`config.mk`:
```
export PLATFORM = sky130hd
export DESIGN_NAME = fft_twiddle_gen
export DESIGN_NICKNAME = d
export VERILOG_FILES = /design/src/rtl/fft_twiddle_gen.sv
export SDC_FILE = /design/constraint.sdc
export NUM_CORES = 1
export LEC_CHECK = 0
export ABC_CLOCK_PERIOD_IN_PS = 8390
export BUFFER_PORTS_ARGS = -buffer_cell sky130_fd_sc_hd__buf_2
export CAP_MARGIN = 20
export CORE_ASPECT_RATIO = 0.5
export CORE_MARGIN = 2
export CORE_UTILIZATION = 53
export DETAILED_ROUTE_END_ITERATION = 8
export GPL_TIMING_DRIVEN = 0
export HOLD_SLACK_MARGIN = 0.02
export PLACE_DENSITY = 0.82
export RECOVER_POWER = 50
export SETUP_SLACK_MARGIN = 0.5
export SLEW_MARGIN = 40
export SYNTH_ARGS = -nofsm -noshare
export SYNTH_HDL_FRONTEND = slang
export SYNTH_SLANG_ARGS = --single-unit
```
`constraint.sdc`:
```
create_clock -name clk -period 8.39 [get_ports clk]
set_clock_uncertainty 0.1 [all_clocks]
set_input_delay 0.4195 -clock clk [delete_from_list [all_inputs] [get_ports clk]]
set_output_delay 0.4195 -clock clk [all_outputs]
set_load 0.01 [all_outputs]
```
`src/rtl/fft_twiddle_gen.sv`:
```
// Radix-2 DIT FFT address/twiddle sequencer: N_LOG2*N/2 beats per start, one register stage, valid/ready backpressure.
// Optional macro TWIDDLE_INV_EN adds an 'inverse' input that selects conjugate (IFFT) twiddles.
module fft_twiddle_gen #(
  parameter int N_LOG2 = 4
) (
  input  logic              clk,
  input  logic              rst_n,
  input  logic              start,
`ifdef TWIDDLE_INV_EN
  input  logic              inverse,
`endif
  input  logic              tw_ready,
  output logic              tw_valid,
  output logic [7:0]        tw_re,
  output logic [7:0]        tw_im,
  output logic [N_LOG2-1:0] addr_a,
  output logic [N_LOG2-1:0] addr_b,
  output logic [2:0]        stage,
  output logic              busy,
  output logic              done
);

  localparam int BW     = N_LOG2 - 1;
  localparam int N_HALF = 1 << (N_LOG2 - 1);

  typedef enum logic [1:0] {
    IDLE = 2'd0,
    RUN  = 2'd1,
    FIN  = 2'd2
  } state_t;

  state_t            state_q, state_d;
  logic [2:0]        s_q, s_d;
  logic [BW-1:0]     b_q, b_d;
  logic              issued_q, issued_d;
  logic              valid_q, valid_d;
  logic [7:0]        re_q, re_d;
  logic [7:0]        im_q, im_d;
  logic [N_LOG2-1:0] addr_a_q, addr_a_d;
  logic [N_LOG2-1:0] addr_b_q, addr_b_d;
  logic [2:0]        stage_q, stage_d;
  logic              inv_w;

  // Quarter-wave cosine table, Q1.7; clipped at 127 so -128 never appears.
  function automatic logic [7:0] cos_rom(input logic [4:0] idx);
    logic [7:0] v;
    case (idx)
      5'd0:    v = 8'd127;
      5'd1:    v = 8'd127;
      5'd2:    v = 8'd126;
      5'd3:    v = 8'd122;
      5'd4:    v = 8'd118;
      5'd5:    v = 8'd113;
      5'd6:    v = 8'd106;
      5'd7:    v = 8'd99;
      5'd8:    v = 8'd91;
      5'd9:    v = 8'd81;
      5'd10:   v = 8'd71;
      5'd11:   v = 8'd60;
      5'd12:   v = 8'd49;
      5'd13:   v = 8'd37;
      5'd14:   v = 8'd25;
      5'd15:   v = 8'd13;
      default: v = 8'd0;
    endcase
    return v;
  endfunction

  logic [N_LOG2-1:0] b_ext, span_v, mask_v, pos_v, grp_v, a_v, bb_v;
  logic [5:0]        pos6, k_v, k64;
  logic [4:0]        ci, si;
  logic              cneg;
  logic [7:0]        cos_v, sin_v, twre_v, twim_v;
  logic              last_beat;

  always_comb begin
    b_ext  = {1'b0, b_q};
    span_v = N_LOG2'(1) << s_q;
    mask_v = span_v - N_LOG2'(1);
    pos_v  = b_ext & mask_v;
    grp_v  = b_ext >> s_q;
    a_v    = (grp_v << (s_q + 3'd1)) | pos_v;
    bb_v   = a_v + span_v;
    pos6   = 6'(pos_v);
    k_v    = pos6 << (3'(N_LOG2 - 1) - s_q);
    k64    = k_v << 3'(6 - N_LOG2);
    // Fold the half circle 0..31 onto the quarter table.
    if (k64 <= 6'd16) begin
      ci   = k64[4:0];
      si   = 5'(6'd16 - k64);
      cneg = 1'b0;
    end else begin
      ci   = 5'(6'd32 - k64);
      si   = 5'(k64 - 6'd16);
      cneg = 1'b1;
    end
    cos_v  = cneg ? (8'd0 - cos_rom(ci)) : cos_rom(ci);
    sin_v  = cos_rom(si);
    twre_v = cos_v;
    twim_v = inv_w ? sin_v : (8'd0 - sin_v);
  end

  assign last_beat = (s_q == 3'(N_LOG2 - 1)) && (b_q == BW'(N_HALF - 1));

  always_comb begin
    state_d  = state_q;
    s_d      = s_q;
    b_d      = b_q;
    issued_d = issued_q;
    valid_d  = valid_q;
    re_d     = re_q;
    im_d     = im_q;
    addr_a_d = addr_a_q;
    addr_b_d = addr_b_q;
    stage_d  = stage_q;
    case (state_q)
      IDLE: begin
        if (start) begin
          state_d  = RUN;
          s_d      = 3'd0;
          b_d      = '0;
          issued_d = 1'b0;
        end
      end
      RUN: begin
        if (issued_q && valid_q && tw_ready) begin
          state_d = FIN;
          valid_d = 1'b0;
        end else if (!issued_q && (!valid_q || tw_ready)) begin
          valid_d  = 1'b1;
          re_d     = twre_v;
          im_d     = twim_v;
          addr_a_d = a_v;
          addr_b_d = bb_v;
          stage_d  = s_q;
          // Counters stop on the last beat; FIN is entered once it is taken.
          if (last_beat) begin
            issued_d = 1'b1;
          end else if (b_q == BW'(N_HALF - 1)) begin
            b_d = '0;
            s_d = s_q + 3'd1;
          end else begin
            b_d = b_q + BW'(1);
          end
        end
      end
      FIN: begin
        state_d = IDLE;
      end
      default: begin
        state_d = IDLE;
      end
    endcase
  end

  always_ff @(posedge clk or negedge rst_n) begin
    if (!rst_n) begin
      state_q  <= IDLE;
      s_q      <= 3'd0;
      b_q      <= '0;
      issued_q <= 1'b0;
      valid_q  <= 1'b0;
      re_q     <= 8'd0;
      im_q     <= 8'd0;
      addr_a_q <= '0;
      addr_b_q <= '0;
      stage_q  <= 3'd0;
    end else begin
      state_q  <= state_d;
      s_q      <= s_d;
      b_q      <= b_d;
      issued_q <= issued_d;
      valid_q  <= valid_d;
      re_q     <= re_d;
      im_q     <= im_d;
      addr_a_q <= addr_a_d;
      addr_b_q <= addr_b_d;
      stage_q  <= stage_d;
    end
  end

`ifdef TWIDDLE_INV_EN
  logic inv_q;

  always_ff @(posedge clk or negedge rst_n) begin
    if (!rst_n) begin
      inv_q <= 1'b0;
    end else if (state_q == IDLE && start) begin
      inv_q <= inverse;
    end
  end

  assign inv_w = inv_q;
`else
  assign inv_w = 1'b0;
`endif

  assign tw_valid = valid_q;
  assign tw_re    = re_q;
  assign tw_im    = im_q;
  assign addr_a   = addr_a_q;
  assign addr_b   = addr_b_q;
  assign stage    = stage_q;
  assign busy     = (state_q == RUN);
  assign done     = (state_q == FIN);

endmodule

```
==> reports/metrics.csv, run 1 <==
stage;metric;value;unit
outcome;outcome;finished with violations;
outcome;violated checks;max-capacitance violations, max-slew violations;
synthesis;post-synthesis register bit count;37;
placed_design;Routability Congestion;0.915;
worst_setup_path;Worst Setup SP;s_q[1];
synthesis;post-synthesis sequential area ratio;0.393;
cts;total CTS buffers;5;
worst_setup_path;Critical Path RT;8510;ps
timing;fin crit share;0.568;
synthesis;cell count after synthesis;266;
cts;clk sink count;37;
timing;Slew HR;-0.285;
routing;WL final;5.56;mm
hold_path;Hold Path Class;input port to flop;
timing;RSZ-0062 raised after global routing;no;
routing;initial drt markers;131;
routing;Detailed Routing Iterations Pass 1;4;
power_and_ir_drop;Max rail drop VDD;0.106;mV
synthesis;Post-Syn Nets;285;
cts;worst skew pair latency;300;ps
routing;WL met1;2.54;mm
routing;top sig layer;met4;
floorplan;die area;5020;µm²
timing;Hold WS;260;ps
synthesis;Yosys cell types;61;
worst_setup_path;Crit Path Category;flop to flop;
cts;CTS H-tree depth;2;
synthesis;post-synthesis mux area share;0.0149;
power_and_ir_drop;LEAKAGE;1.26;nW
synthesis;EDFF count, synth;0;
power_and_ir_drop;power density over cell area;318;nW/µm²
worst_setup_path;setup slack, reg-to-reg;3620;ps
floorplan;Die H;51.1;µm
final_layout;share of post-route cells with drive strength above 1;0.162;
final_layout;Final Non-Filler Cells;365;
worst_setup_path;Worst R2R Path Depth;21;
synthesis;Compound-Gate Fraction of Synth Area;0.206;
routing;WL met3;253;µm
worst_setup_path;worst setup path endpoint;tw_re[2];
placed_design;placed standard-cell area;2600;µm²
placed_design;I/O Buffers;33;
final_layout;fill cell count;377;
flow_run;max_cap viols;1;
synthesis;XOR/XNOR share of the synthesized area;0.0329;
floorplan;IO Count;34;
timing;Final setup viols;0;
routing;Wirelength per Cell;15.2;µm
floorplan;row cnt;17;
global_route;first-pass GRT wire length;9.52;mm
final_layout;design area;2710;µm²
global_route;pin count of the biggest net entering global routing;38;
timing;setup tns final;0;ps
worst_setup_path;Crit Reg-Reg Endpoint;tw_re[2];
global_route;Total Routing Usage GR;0.240;
synthesis;syn_area_per_cell;8.85;µm²
synthesis;Synth Flop Type;dfrtp_1;
timing;Worst Tran Pin Value;1930;ps
worst_setup_path;RR Startpoint;s_q[1];
routing;vias;2070;
worst_setup_path;peak fanout along the critical path;10;
final_layout;storage element area;926;µm²
routing;DRC;0;
placed_design;placed instance count;356;
cts;maximum buffer depth of the clock tree;2;
cts;Clock Pin Slew Worst Setup and Hold Paths;70;ps
final_layout;ANT cells;0;
timing;fin crit period;4770;ps
global_route;vias in the first global route;2047;
cts;CTS tree;built;
synthesis;Async SR Flop Fraction;1.00;
worst_setup_path;Critical Path AT;4880;ps
hold_path;HP Start;start;
worst_setup_path;Setup crit end kind;flop;
global_route;antenna violations before repair;0;
cts;CTS root buffer;clkbuf_8;
timing;Slew Limit Fails;38;
power_and_ir_drop;PnR Total Power;860;µW
placed_design;DP Wirelength;4.18;mm
final_layout;Area growth, synth to finish;14.9;%
floorplan;die width;98.3;µm
synthesis;yosys warns;0;
timing;f_max;210;MHz
timing;Final Hold Viols;0;
routing;vias per cell;5.67;
floorplan;core box area;4340;µm²
synthesis;Synth Area in Simple Gates;0.226;
final_layout;multi-input logic area;1330;µm²
final_layout;most common cell after layout, fill and taps aside;nand2_1;
final_layout;# nets final;326;
synthesis;largest family of logic cells by synthesized area;simple AND/OR/NAND/NOR gates;
worst_setup_path;Startpoint Class;flop;
routing;Detail Route met2 WL;2.64;mm
synthesis;Post-Synth Adder-Cell Area;0.0829;
routing;DRT antenna net count;0;
global_route;global route total overflow;0;
synthesis;cell area after synthesis;2350;µm²
floorplan;Starting Density;0.543;
final_layout;most frequent cells in the layout;nand2_1 (59), dfrtp_1 (37), buf_2 (22), clkbuf_1 (22), o21ai_0 (20);
## state kept, by name, indices dropped and copies added, names as in the netlist
| name | flops |
|---|---|
| addr_a | 4 |
| issued_q | 1 |
| tw_valid | 1 |
| tw_im | 8 |
| addr_b | 4 |
| s_q | 3 |
| state_q | 2 |
| stage | 3 |
| b_q | 3 |
| tw_re | 8 |
## where the power goes
| part | switching, mW | internal, mW |
|---|---|---|
| Combinational | 0.255 | 0.171 |
| Sequential | 0.0427 | 0.231 |
| Clock | 0.0638 | 0.0969 |
## synthesized netlist by cell type (all sizes together), types with 2 or more instances
| library cell | n | area (µm²) |
|---|---|---|
| o41ai | 2 | 17.5 |
| a31oi | 5 | 31.3 |
| inv | 10 | 37.5 |
| nand3 | 5 | 25.0 |
| a22o | 2 | 17.5 |
| nor2 | 18 | 67.6 |
| nand2b | 5 | 38.8 |
| buf | 5 | 37.5 |
| xnor2 | 5 | 43.8 |
| o21ai | 26 | 149 |
| a21oi | 13 | 80.1 |
| or3b | 2 | 17.5 |
| nor2b | 3 | 26.3 |
| o32ai | 2 | 43.8 |
| xor2 | 3 | 33.8 |
| dfrtp | 37 | 926 |
| clkbuf | 7 | 26.3 |
| nand2 | 60 | 228 |
| o22ai | 3 | 25.0 |
| o31ai | 2 | 15.0 |
| mux2i | 2 | 23.8 |
| and2 | 4 | 26.3 |
| or3 | 3 | 18.8 |
| ha | 14 | 175 |
| nor3 | 6 | 30.0 |
| nor4 | 2 | 12.5 |
## what timing repair did
action | CTS | global route
hold endpoints to repair | 0 | 30
hold buffers | 0 | 1
gates resized for setup | 0 | 0
setup buffers | 0 | 0
## how the worst min path moves through the flow
stage	end	slack, ps	cells after the start
floorplan	addr_a[0]	20	0
global placement	addr_a[0]	360	2
detailed placement	addr_b[1]	360	2
CTS	tw_im[0]	140	1
global route	state_q[0]	300	3
finish	state_q[0]	260	3
## critical path: stages (launching register included)
cell and delay (ps):
dfrtp_1 400, buf_6 150, inv_1 200, ha_1 290, nor2b_4 250, inv_1 80
ha_1 340, nand2b_1 270, o21ai_0 230, and2_2 230, inv_1 80, ha_1 240
buf_2 200, nor4_1 310, a21oi_1 110, a21bo_2 230, ha_1 160, inv_1 100
or3_1 380, o21ai_0 80, a21oi_1 90, a31oi_1 170
## stage by stage
stage               setup slack [ps]   util
floorplan                       4350      -
global placement                3860  0.597
detailed placement              3760  0.598
CTS                             3690  0.625
global route                    3320  0.623
finish                          3620  0.623
## layer usage
metal / track usage / up-vias
li1: - / 1009
met1: 0.309 / 990
met2: 0.402 / 57
met3: 0.0534 / 14
met4: 0.0959 / 0
met5: 0 / -
## layout make-up
| cell class | instances | share of cell area |
|---|---|---|
| multi-input combinational | 206 | 0.491 |
| sequential | 37 | 0.342 |
| timing repair buffer | 34 | 0.0583 |
| clock buffer | 7 | 0.0319 |
| tap | 57 | 0.0264 |
| buffer | 12 | 0.0236 |
| inverter | 11 | 0.0153 |
| clock inverter | 1 | 0.0111 |
## cell families after synthesis
kind of cell | count (synthesis)
adder cells (fa/ha/maj) | 15
buffers and inverters | 23
AND/OR/NAND/NOR | 113
multiplexers | 3
flip-flops | 37
AO/OA/AOI/OAI | 67
XOR/XNOR | 8
No activity file was read; power rests on OpenSTA's default activity.
==> inputs of run 2 (changes only) <==
--- a/config.mk
+++ b/config.mk
@@ -5,16 +5,16 @@
 export SDC_FILE = /design/constraint.sdc
 export NUM_CORES = 1
 export LEC_CHECK = 0
-export ABC_CLOCK_PERIOD_IN_PS = 8390
+export ABC_CLOCK_PERIOD_IN_PS = 4300
 export BUFFER_PORTS_ARGS = -buffer_cell sky130_fd_sc_hd__buf_2
 export CAP_MARGIN = 20
 export CORE_ASPECT_RATIO = 0.5
 export CORE_MARGIN = 2
-export CORE_UTILIZATION = 53
+export CORE_UTILIZATION = 52
 export DETAILED_ROUTE_END_ITERATION = 8
 export GPL_TIMING_DRIVEN = 0
 export HOLD_SLACK_MARGIN = 0.02
-export PLACE_DENSITY = 0.82
+export PLACE_DENSITY = 0.83
 export RECOVER_POWER = 50
 export SETUP_SLACK_MARGIN = 0.5
 export SLEW_MARGIN = 40
==> constraint.sdc (replaced) <==
create_clock -name clk -period 4.3 [get_ports clk]
set_clock_uncertainty 0.1 [all_clocks]
set_input_delay 0.215 -clock clk [delete_from_list [all_inputs] [get_ports clk]]
set_output_delay 0.215 -clock clk [all_outputs]
set_load 0.01 [all_outputs]
==> run 2 against run 1 <==
Net effect: the flow still finishes with violations (max-capacitance violations, max-slew violations); core utilization increased by 5.2 points; global-route usage decreased by 0.49 points; worst hold slack got worse by 190 ps; largest power group unchanged; wire length increased by 8.0%; total power increased by 120%.
==> reports/metrics.csv, run 2 (synthesis results as in run 1) <==
stage;metric;value;unit;change
outcome;outcome;finished with violations;;
outcome;violated checks;max-capacitance violations, max-slew violations;;
power_and_ir_drop;Max rail drop VDD;0.237;mV;+120%
worst_setup_path;Critical Path AT;3780;ps;-1100 ps
timing;RSZ-0062 raised after global routing;no;;
timing;Worst Tran Pin Value;1910;ps;-21.3 ps
global_route;first-pass GRT wire length;9.54;mm;+0.21%
placed_design;placed instance count;356;;unchanged
power_and_ir_drop;power density over cell area;627;nW/µm²;+97%
worst_setup_path;Worst R2R Path Depth;19;;-9.5%
placed_design;Routability Congestion;0.998;;+9.1%
power_and_ir_drop;LEAKAGE;1.37;nW;+8.7%
cts;worst skew pair latency;280;ps;-20 ps
final_layout;design area;2960;µm²;+9.5%
timing;Slew HR;-0.271;;+0.0142
worst_setup_path;RR Startpoint;s_q[2];;
final_layout;fin util;0.676;;+0.0525
global_route;M3 GR Usage;0.0484;;-0.00496
cts;clk sink count;37;;unchanged
timing;setup tns final;0;ps;unchanged
routing;Detailed Routing Iterations Pass 1;5;;+1
hold_path;Hold Path Class;input port to flop;;
routing;initial drt markers;165;;+26%
routing;vias;2208;;+6.7%
worst_setup_path;peak fanout along the critical path;10;;unchanged
routing;Wirelength per Cell;15.7;µm;+3.2%
global_route;Total Routing Usage GR;0.235;;-0.00486
timing;Final setup viols;0;;unchanged
worst_setup_path;Crit Path Category;flop to flop;;
routing;vias per cell;5.78;;+1.9%
hold_path;hold path cells;3;;unchanged
final_layout;multi-input logic area;1420;µm²;+7.1%
final_layout;share of post-route cells with drive strength above 1;0.252;;+0.0900
timing;fin crit share;0.854;;+0.286
floorplan;Die H;51.6;µm;+0.89%
global_route;pin count of the biggest net entering global routing;38;;unchanged
global_route;global route total overflow;0;;unchanged
final_layout;Area growth, synth to finish;25.8;%;
final_layout;most frequent cells in the layout;nand2_1 (59), dfrtp_1 (36), clkbuf_1 (22), buf_2 (20), nor2_1 (18);;
final_layout;ANT cells;0;;unchanged
global_route;GRT met1 Usage;0.296;;-0.0139
final_layout;# nets final;343;;+5.2%
placed_design;placed standard-cell area;2640;µm²;+1.6%
timing;f_max;272;MHz;+30%
global_route;grt met2 use;0.416;;+0.0137
final_layout;fill cell count;335;;-11%
hold_path;HP Start;start;;
final_layout;storage element area;927;µm²;+0.14%
power_and_ir_drop;PnR Total Power;1.86;mW;+120%
final_layout;Final Non-Filler Cells;382;;+4.7%
global_route;vias in the first global route;2066;;+0.93%
final_layout;most common cell after layout, fill and taps aside;nand2_1;;
timing;Slew Limit Fails;38;;unchanged
cts;CTS H-tree depth;2;;unchanged
cts;Clock Pin Slew Worst Setup and Hold Paths;70;ps;about the same
hold_path;Hold EP;state_q[0];;
cts;CTS tree;built;;
flow_run;max_cap viols;1;;unchanged
routing;WL final;6.01;mm;+8.0%
floorplan;Starting Density;0.537;;-0.00527
floorplan;row cnt;17;;unchanged
cts;maximum buffer depth of the clock tree;2;;unchanged
worst_setup_path;Crit Reg-Reg Endpoint;tw_re[2];;
floorplan;die width;99.2;µm;+0.92%
cts;CTS root buffer;clkbuf_8;;
placed_design;I/O Buffers;33;;unchanged
routing;DRC;0;;unchanged
worst_setup_path;Setup crit end kind;flop;;
timing;fin crit period;3670;ps;-1100 ps
worst_setup_path;setup slack, reg-to-reg;630;ps;-2990 ps
worst_setup_path;Critical Path RT;4410;ps;-4100 ps
timing;Final Hold Viols;0;;unchanged
routing;DRT antenna net count;0;;unchanged
global_route;antenna violations before repair;0;;unchanged
worst_setup_path;Startpoint Class;flop;;
floorplan;die area;5120;µm²;+1.8%
global_route;grt peak-use layer;met2;;
floorplan;IO Count;34;;unchanged
floorplan;core box area;4380;µm²;+0.98%
placed_design;DP Wirelength;4.11;mm;-1.7%
cts;total CTS buffers;5;;unchanged
-- run 2: per-layer routing --
layer | vias to the layer above | share of wire
li1 | 1052 | -
met1 | 1038 | 0.44
met2 | 106 | 0.47
met3 | 12 | 0.077
met4 | 0 | 0.020
met5 | - | 0
-- run 2: repair_timing --
| action | in CTS | in global routing |
|---|---|---|
| setup endpoints to repair | 7 | 2 |
| hold buffers | 1 | 0 |
| hold endpoints to repair | 37 | 0 |
| setup buffers | 6 | 11 |
| resized for setup | 8 | 12 |
| pin swaps | 1 | 9 |
| gates cloned | 0 | 0 |
-- run 2: cell type report --
type	instances	share of cell area
clock inverter	3	0.0220
multi-input combinational	206	0.480
buffer	12	0.0249
clock buffer	5	0.0232
inverter	11	0.0165
sequential	37	0.313
tap	57	0.0241
timing repair buffer	51	0.0959
-- run 2: worst max-delay path by stage --
stage | from | end | slack, ps | cells past startpoint
final | s_q[2] | tw_re[2] | 630 | 19
after global routing | s_q[1] | tw_re[2] | 460 | 21
after CTS | s_q[1] | tw_re[2] | 510 | 21
after detailed placement | s_q[0] | tw_re[2] | 70 | 19
after global placement | s_q[0] | tw_re[2] | 180 | 20
after floorplan | s_q[1] | tw_re[2] | 500 | 20
-- run 2: critical path, stage by stage (launching register included) --
cell and delay [ps]:
dfrtp_1 390, buf_6 160, inv_1 200, nand2_1 180, ha_4 290, nand2b_4 160
o21ai_2 140, and2_4 160, inv_2 50, ha_4 170, buf_8 130, nor4_4 300
a21oi_2 80, a21bo_2 230, ha_4 140, inv_2 50, or3_1 350, o21ai_1 90
a21oi_1 80, a31oi_1 160
-- run 2: per-stage QoR --
step	hold WS, ps	setup WS [ps]
6_report	72.1	629
5_1_grt	82.2	458
4_1_cts	76.7	514
3_5_place_dp	241	68.3
3_3_place_gp	232	181
2_1_floorplan	-181	502
-- run 2: power breakdown --
group	internal, mW	total [mW]	leakage, nW	switching (mW)
Sequential	0.450	0.535	0.466	0.0850
Combinational	0.420	0.964	0.837	0.544
Clock	0.230	0.357	0.0681	0.127
Total	1.10	1.86	1.37	0.755
